[config.mk]
export PLATFORM = sky130hd
export DESIGN_NAME = csa_seq_adder
export DESIGN_NICKNAME = d
export VERILOG_FILES = /design/src/rtl/csa_seq_pkg.sv /design/src/rtl/csa.sv /design/src/rtl/csa_seq_adder.sv
export SDC_FILE = /design/constraint.sdc
export NUM_CORES = 1
export LEC_CHECK = 0
export ABC_AREA = 1
export BUFFER_PORTS_ARGS = -buffer_cell sky130_fd_sc_hd__buf_2
export CORE_UTILIZATION = 30
export CTS_CLUSTER_DIAMETER = 50
export DETAILED_ROUTE_END_ITERATION = 8
export HOLD_SLACK_MARGIN = 0.12
export PLACE_DENSITY_LB_ADDON = 0.25
export SYNTH_ARGS = -nofsm -noshare
export SYNTH_HDL_FRONTEND = slang
export SYNTH_SLANG_ARGS = --single-unit
export TNS_END_PERCENT = 10
[constraint.sdc]
create_clock -name clk -period 2.65 [get_ports clk]
set_input_delay 0.1325 -clock clk [delete_from_list [all_inputs] [get_ports clk]]
set_output_delay 0.1325 -clock clk [all_outputs]
set_load 0.03 [all_outputs]
[src/rtl/csa_seq_pkg.sv]
`default_nettype none
// ============================================================================
//  Module   : csa_seq_pkg
//  Purpose  : Shared definitions for the sequential carry-select adder:
//             slice width, sequencer state encoding, counter width helper.
//  Revision : 1.0  initial release
// ============================================================================
package csa_seq_pkg;

    localparam int SLICE_W = 4;

    typedef enum logic [1:0] {
        IDLE = 2'd0,
        RUN  = 2'd1,
        DONE = 2'd2
    } state_t;

    // Width of the slice-pass counter; at least one bit even for one pass
    function automatic int cnt_width(input int nslice);
        return (nslice <= 1) ? 1 : $clog2(nslice);
    endfunction

endpackage
`default_nettype wire

[src/rtl/csa.sv]
`default_nettype none
// ============================================================================
//  Module   : csa
//  Purpose  : 4-bit carry-select adder slice. Both carry-in outcomes are
//             precomputed and the incoming carry only drives the final mux.
//  Revision : 1.0  initial release
// ============================================================================
module csa
    import csa_seq_pkg::*;
(
    input  logic [SLICE_W-1:0] a,
    input  logic [SLICE_W-1:0] b,
    input  logic               cin,
    output logic [SLICE_W-1:0] sum,
    output logic               cout
);

    logic [SLICE_W:0] w_sum_c0;
    logic [SLICE_W:0] w_sum_c1;

    // Precompute both candidate results, then select with the incoming carry
    always_comb begin
        w_sum_c0 = {1'b0, a} + {1'b0, b};
        w_sum_c1 = {1'b0, a} + {1'b0, b} + {{SLICE_W{1'b0}}, 1'b1};
        if (cin) begin
            sum  = w_sum_c1[SLICE_W-1:0];
            cout = w_sum_c1[SLICE_W];
        end else begin
            sum  = w_sum_c0[SLICE_W-1:0];
            cout = w_sum_c0[SLICE_W];
        end
    end

endmodule
`default_nettype wire

[src/rtl/csa_seq_adder.sv]
`default_nettype none
// ============================================================================
//  Module   : csa_seq_adder
//  Purpose  : WIDTH-bit adder built from one 4-bit carry-select slice reused
//             once per cycle, LSB nibble first, with valid/ready handshakes
//             on operands and result.
//  Options  : CSA_SEQ_SUB_EN - adds the sub port; sub=1 computes a-b.
//  Revision : 1.0  initial release
// ============================================================================
module csa_seq_adder
    import csa_seq_pkg::*;
#(
    parameter int WIDTH = 16
) (
    input  logic             clk,
    input  logic             rst_n,
    input  logic             in_valid,
    output logic             in_ready,
    input  logic [WIDTH-1:0] a,
    input  logic [WIDTH-1:0] b,
    input  logic             cin,
`ifdef CSA_SEQ_SUB_EN
    input  logic             sub,
`endif
    output logic             out_valid,
    input  logic             out_ready,
    output logic [WIDTH-1:0] sum,
    output logic             cout,
    output logic             busy
);

    localparam int NSLICE = WIDTH / SLICE_W;
    localparam int CNT_W  = cnt_width(NSLICE);
    localparam logic [CNT_W-1:0] C_LAST_CNT = CNT_W'(NSLICE - 1);

    state_t             r_state;
    logic [CNT_W-1:0]   r_cnt;
    logic [WIDTH-1:0]   r_a_sh;
    logic [WIDTH-1:0]   r_b_sh;
    logic [WIDTH-1:0]   r_sum;
    logic               r_carry;

    logic [SLICE_W-1:0] w_slice_sum;
    logic               w_slice_cout;
    logic [WIDTH-1:0]   w_b_load;
    logic               w_carry_load;

    // Operand B and initial carry as captured on acceptance
`ifdef CSA_SEQ_SUB_EN
    always_comb begin
        w_b_load     = sub ? ~b : b;
        w_carry_load = sub ? 1'b1 : cin;
    end
`else
    always_comb begin
        w_b_load     = b;
        w_carry_load = cin;
    end
`endif

    csa u_csa (
        .a    (r_a_sh[SLICE_W-1:0]),
        .b    (r_b_sh[SLICE_W-1:0]),
        .cin  (r_carry),
        .sum  (w_slice_sum),
        .cout (w_slice_cout)
    );

    // Sequencer: accept, run NSLICE slice passes, then hold result until taken
    always_ff @(posedge clk or negedge rst_n) begin
        if (!rst_n) begin
            r_state <= IDLE;
            r_cnt   <= '0;
            r_a_sh  <= '0;
            r_b_sh  <= '0;
            r_sum   <= '0;
            r_carry <= 1'b0;
        end else begin
            case (r_state)
                IDLE: begin
                    if (in_valid) begin
                        r_a_sh  <= a;
                        r_b_sh  <= w_b_load;
                        r_carry <= w_carry_load;
                        r_cnt   <= '0;
                        r_state <= RUN;
                    end
                end
                RUN: begin
                    r_a_sh  <= r_a_sh >> SLICE_W;
                    r_b_sh  <= r_b_sh >> SLICE_W;
                    r_sum   <= {w_slice_sum, r_sum[WIDTH-1:SLICE_W]};
                    r_carry <= w_slice_cout;
                    r_cnt   <= r_cnt + CNT_W'(1);
                    if (r_cnt == C_LAST_CNT) begin
                        r_state <= DONE;
                    end
                end
                DONE: begin
                    if (out_ready) begin
                        r_state <= IDLE;
                    end
                end
                default: r_state <= IDLE;
            endcase
        end
    end

    // Handshake and status outputs decode registered state only
    always_comb begin
        in_ready  = (r_state == IDLE);
        out_valid = (r_state == DONE);
        busy      = (r_state != IDLE);
        sum       = r_sum;
        cout      = r_carry;
    end

endmodule
`default_nettype wire

==> summary.txt <==
CTS tree: built
vias in the first global route: 2,098
chip width: 92.05 um
die area: 0.008472 sq mm
Via Count: 2,148
gp weighted congestion: 0.7433
H-tree levels: 2
initial core utilization: 0.3131
DIE HEIGHT: 92.05 um
share of cells above drive strength 1: 0.2006
Reg clk slew, reported paths: 0.10 ns
main combinational cell family by area after synthesis: compound AO/OA/AOI/OAI gates
Ant. Diodes: 0
Worst Setup Start Kind: flop
slew at the pin closest to its max-slew limit: 0.8430 ns
CP dominant cell by count: nand2_1
Crit Path Max Fanout: 3
GRT Overall Usage: 0.1414
worst reg2reg setup slack: 0.62 ns
reg2reg start: r_a_sh[0]
Hold WC Path Type: in -> reg
Setup Crit Path Kind: reg -> reg
cts repair resizes: 0
multiplexer share of the synthesized area: 0
Synth Area in Compound Gates: 0.1806
max incr delay on CP: 0.53 ns
Synth Area in Simple Gates: 0.1728
r2r endpoint: cout
footprint of the multi-input gates: 954.7 sq um
Post-Syn Area per Cell: 8.910 sq um
HPWL after DPL: 3693 um
register area: 0.001326 sq mm
global route total overflow: 0
FF+latch count, synth: 53
DR iter-0 viols: 70
number of library cell types mapped by synthesis: 25
RSZ-0062 raised after global routing: false
Setup TNS: 0 ns
CTS Hold Bufs: 33
worst vdd ir: 0.5421 mV
Via density: 4.659
CTS Sinks: 53
Worst Setup EP: cout
Final nets: 402
Seq/Total Area, Yosys: 0.5453
clock skew: 0.004738 ns
Finish-stage setup viols: 0
Worst slew margin: 0.4380
crit path DAT: 2.24 ns
# DRC: 0
first-pass GRT wire length: 9528 um
post-layout util: 0.4129
Critical Path Sink Type: flop
Slew Viols, Final: 0
remaining antenna violation count: 0
crit-path cells: ha_1, fa_1, ha_1, nand2_1, nor2_1, nand4_1, nand2_1, nand2_1, nand2_1, nand2_1
YS warnings: 0
Mapped Area: 0.002432 sq mm
PortBufs: 56
Reg2Reg Depth: 10
Hold Fails Final Rpt: 0
XOR/XNOR Fraction of Synth Area: 0
Worst-Skew Late Latency: 0.31 ns
CTS Buf Count: 5
core region area: 0.007767 sq mm
Crit-path slowest cell: fa_1
Setup Buffers After CTS: 0
synthesis-to-layout area growth: 31.84%
root buf cell: clkbuf_8
Lkg Pwr: 1.550 nW
Detailed Route WL: 5638 um
Pre-Repair DR Iteration Count: 4
fillcell total: 828
Critical Path RT: 2.86 ns
initial antenna violation count: 0
Synth Area in Adders: 0.03909
Post-Synthesis Cells: 273
period utilization: 0.7660
Worst Setup SP: r_a_sh[0]
largest net degree at the start of global routing: 44
Avg WL per Cell: 12.23 um
PwrDens: 1292 mW/mm^2
# IOs: 57
# rows: 32
run status: finished clean
final worst path period need: 2.030 ns
Max Freq: 0.4926 GHz
Mapped Nets: 317
clk buf depth: 2
MaxCap Viol Count: 0
-- power by group --
group	switching [mW]	internal, mW
Sequential	0.243	1.22
Combinational	1.47	0.755
Clock	0.269	0.187
-- per-stage QoR --
stage | instance area, sq um | worst slack (ns) | cells | hold slack (ns) | total power, mW
6_report | 3207 | 0.6200 | 461 | 0.1245 | 4.144
5_1_grt | 3207 | 0.4667 | 461 | 0.1640 | 4.524
4_1_cts | 3207 | 0.6266 | 461 | 0.1220 | 4.201
3_5_place_dp | 2789 | 0.6319 | 420 | 0.2889 | 3.692
3_3_place_gp | 2789 | 0.6436 | 420 | 0.2945 | 3.647
2_1_floorplan | 2432 | 0.8103 | 273 | -0.1631 | 3.179
-- flip-flops by register name, summed over array words and instances (netlist names) --
register / flops
cout: 1
r_b_sh: 16
sum: 16
r_a_sh: 16
r_cnt: 2
r_state: 2
-- layout by cell type (no fill, tap or decap), drive strengths merged, types with 2 or more instances in the layout --
cell          n
inv          18
dlygate4sd3  33
nand3         5
clkinvlp      2
clkbuf        6
o21ai        60
a22o          2
a21oi         4
a32o          8
nand2        63
nor2         33
dfrtp        53
buf          60
ha            6
-- per-layer routing --
| metal | GRT usage | up-vias | share of wire |
|---|---|---|---|
| met2 | 0.2400 | 56 | 0.47 |
| li1 | - | 1076 | - |
| met4 | 0.05078 | 0 | 0.015 |
| met3 | 0.03068 | 7 | 0.047 |
| met1 | 0.1762 | 1009 | 0.47 |
| met5 | 0 | - | 0 |
-- synth_stat cells --
library cell / instances / area (sq um)
a21o_1: 1 / 7.510
a21oi_1: 4 / 20.02
a22o_1: 2 / 17.52
a32o_1: 8 / 80.08
buf_1: 1 / 3.750
buf_2: 8 / 40.04
buf_6: 2 / 22.52
clkbuf_1: 4 / 15.01
dfrtp_1: 53 / 1326
fa_1: 1 / 20.02
ha_1: 6 / 75.07
inv_1: 15 / 56.30
inv_2: 2 / 7.510
inv_4: 1 / 6.260
nand2_1: 62 / 232.7
nand2_4: 1 / 11.26
nand3_1: 5 / 25.02
nand4_1: 1 / 6.260
nor2_1: 32 / 120.1
nor2_8: 1 / 20.02
nor3_1: 1 / 5.000
o21ai_0: 38 / 190.2
o21ai_1: 22 / 110.1
o22ai_1: 1 / 6.260
o31ai_1: 1 / 7.510
-- cell type report --
| type | instances | area share |
|---|---|---|
| Clock buffer | 6 | 0.02263 |
| Clock inverter | 2 | 0.004682 |
| Inverter | 18 | 0.02185 |
| Multi-Input combinational cell | 187 | 0.2977 |
| Sequential cell | 53 | 0.4136 |
| Tap cell | 102 | 0.03980 |
| Timing Repair Buffer | 93 | 0.1998 |
-- worst min path at each step --
| stage | from | end | cells after the start |
|---|---|---|---|
| 3_3_place_gp | rst_n | sum[10] | 1 |
| 3_5_place_dp | rst_n | sum[10] | 1 |
| 2_1_floorplan | rst_n | cout | 0 |
| 4_1_cts | b[3] | r_b_sh[3] | 3 |
| 6_report | b[3] | r_b_sh[3] | 3 |
| 5_1_grt | b[3] | r_b_sh[3] | 3 |
-- critical path: cells and delay by family, from the launching register on --
family,cells,cell delay (ns)
DFF,1,0.41
and+or+nand+nor,7,0.61
adders and majority gates,3,0.92
-- cell families after synthesis --
logic type / Yosys count
and+or+nand+nor: 103
adders and majority gates: 7
DFF: 53
AOI/OAI and AO/OA: 77
buffers and inverters: 33
Power figures use the tool's default switching activity.
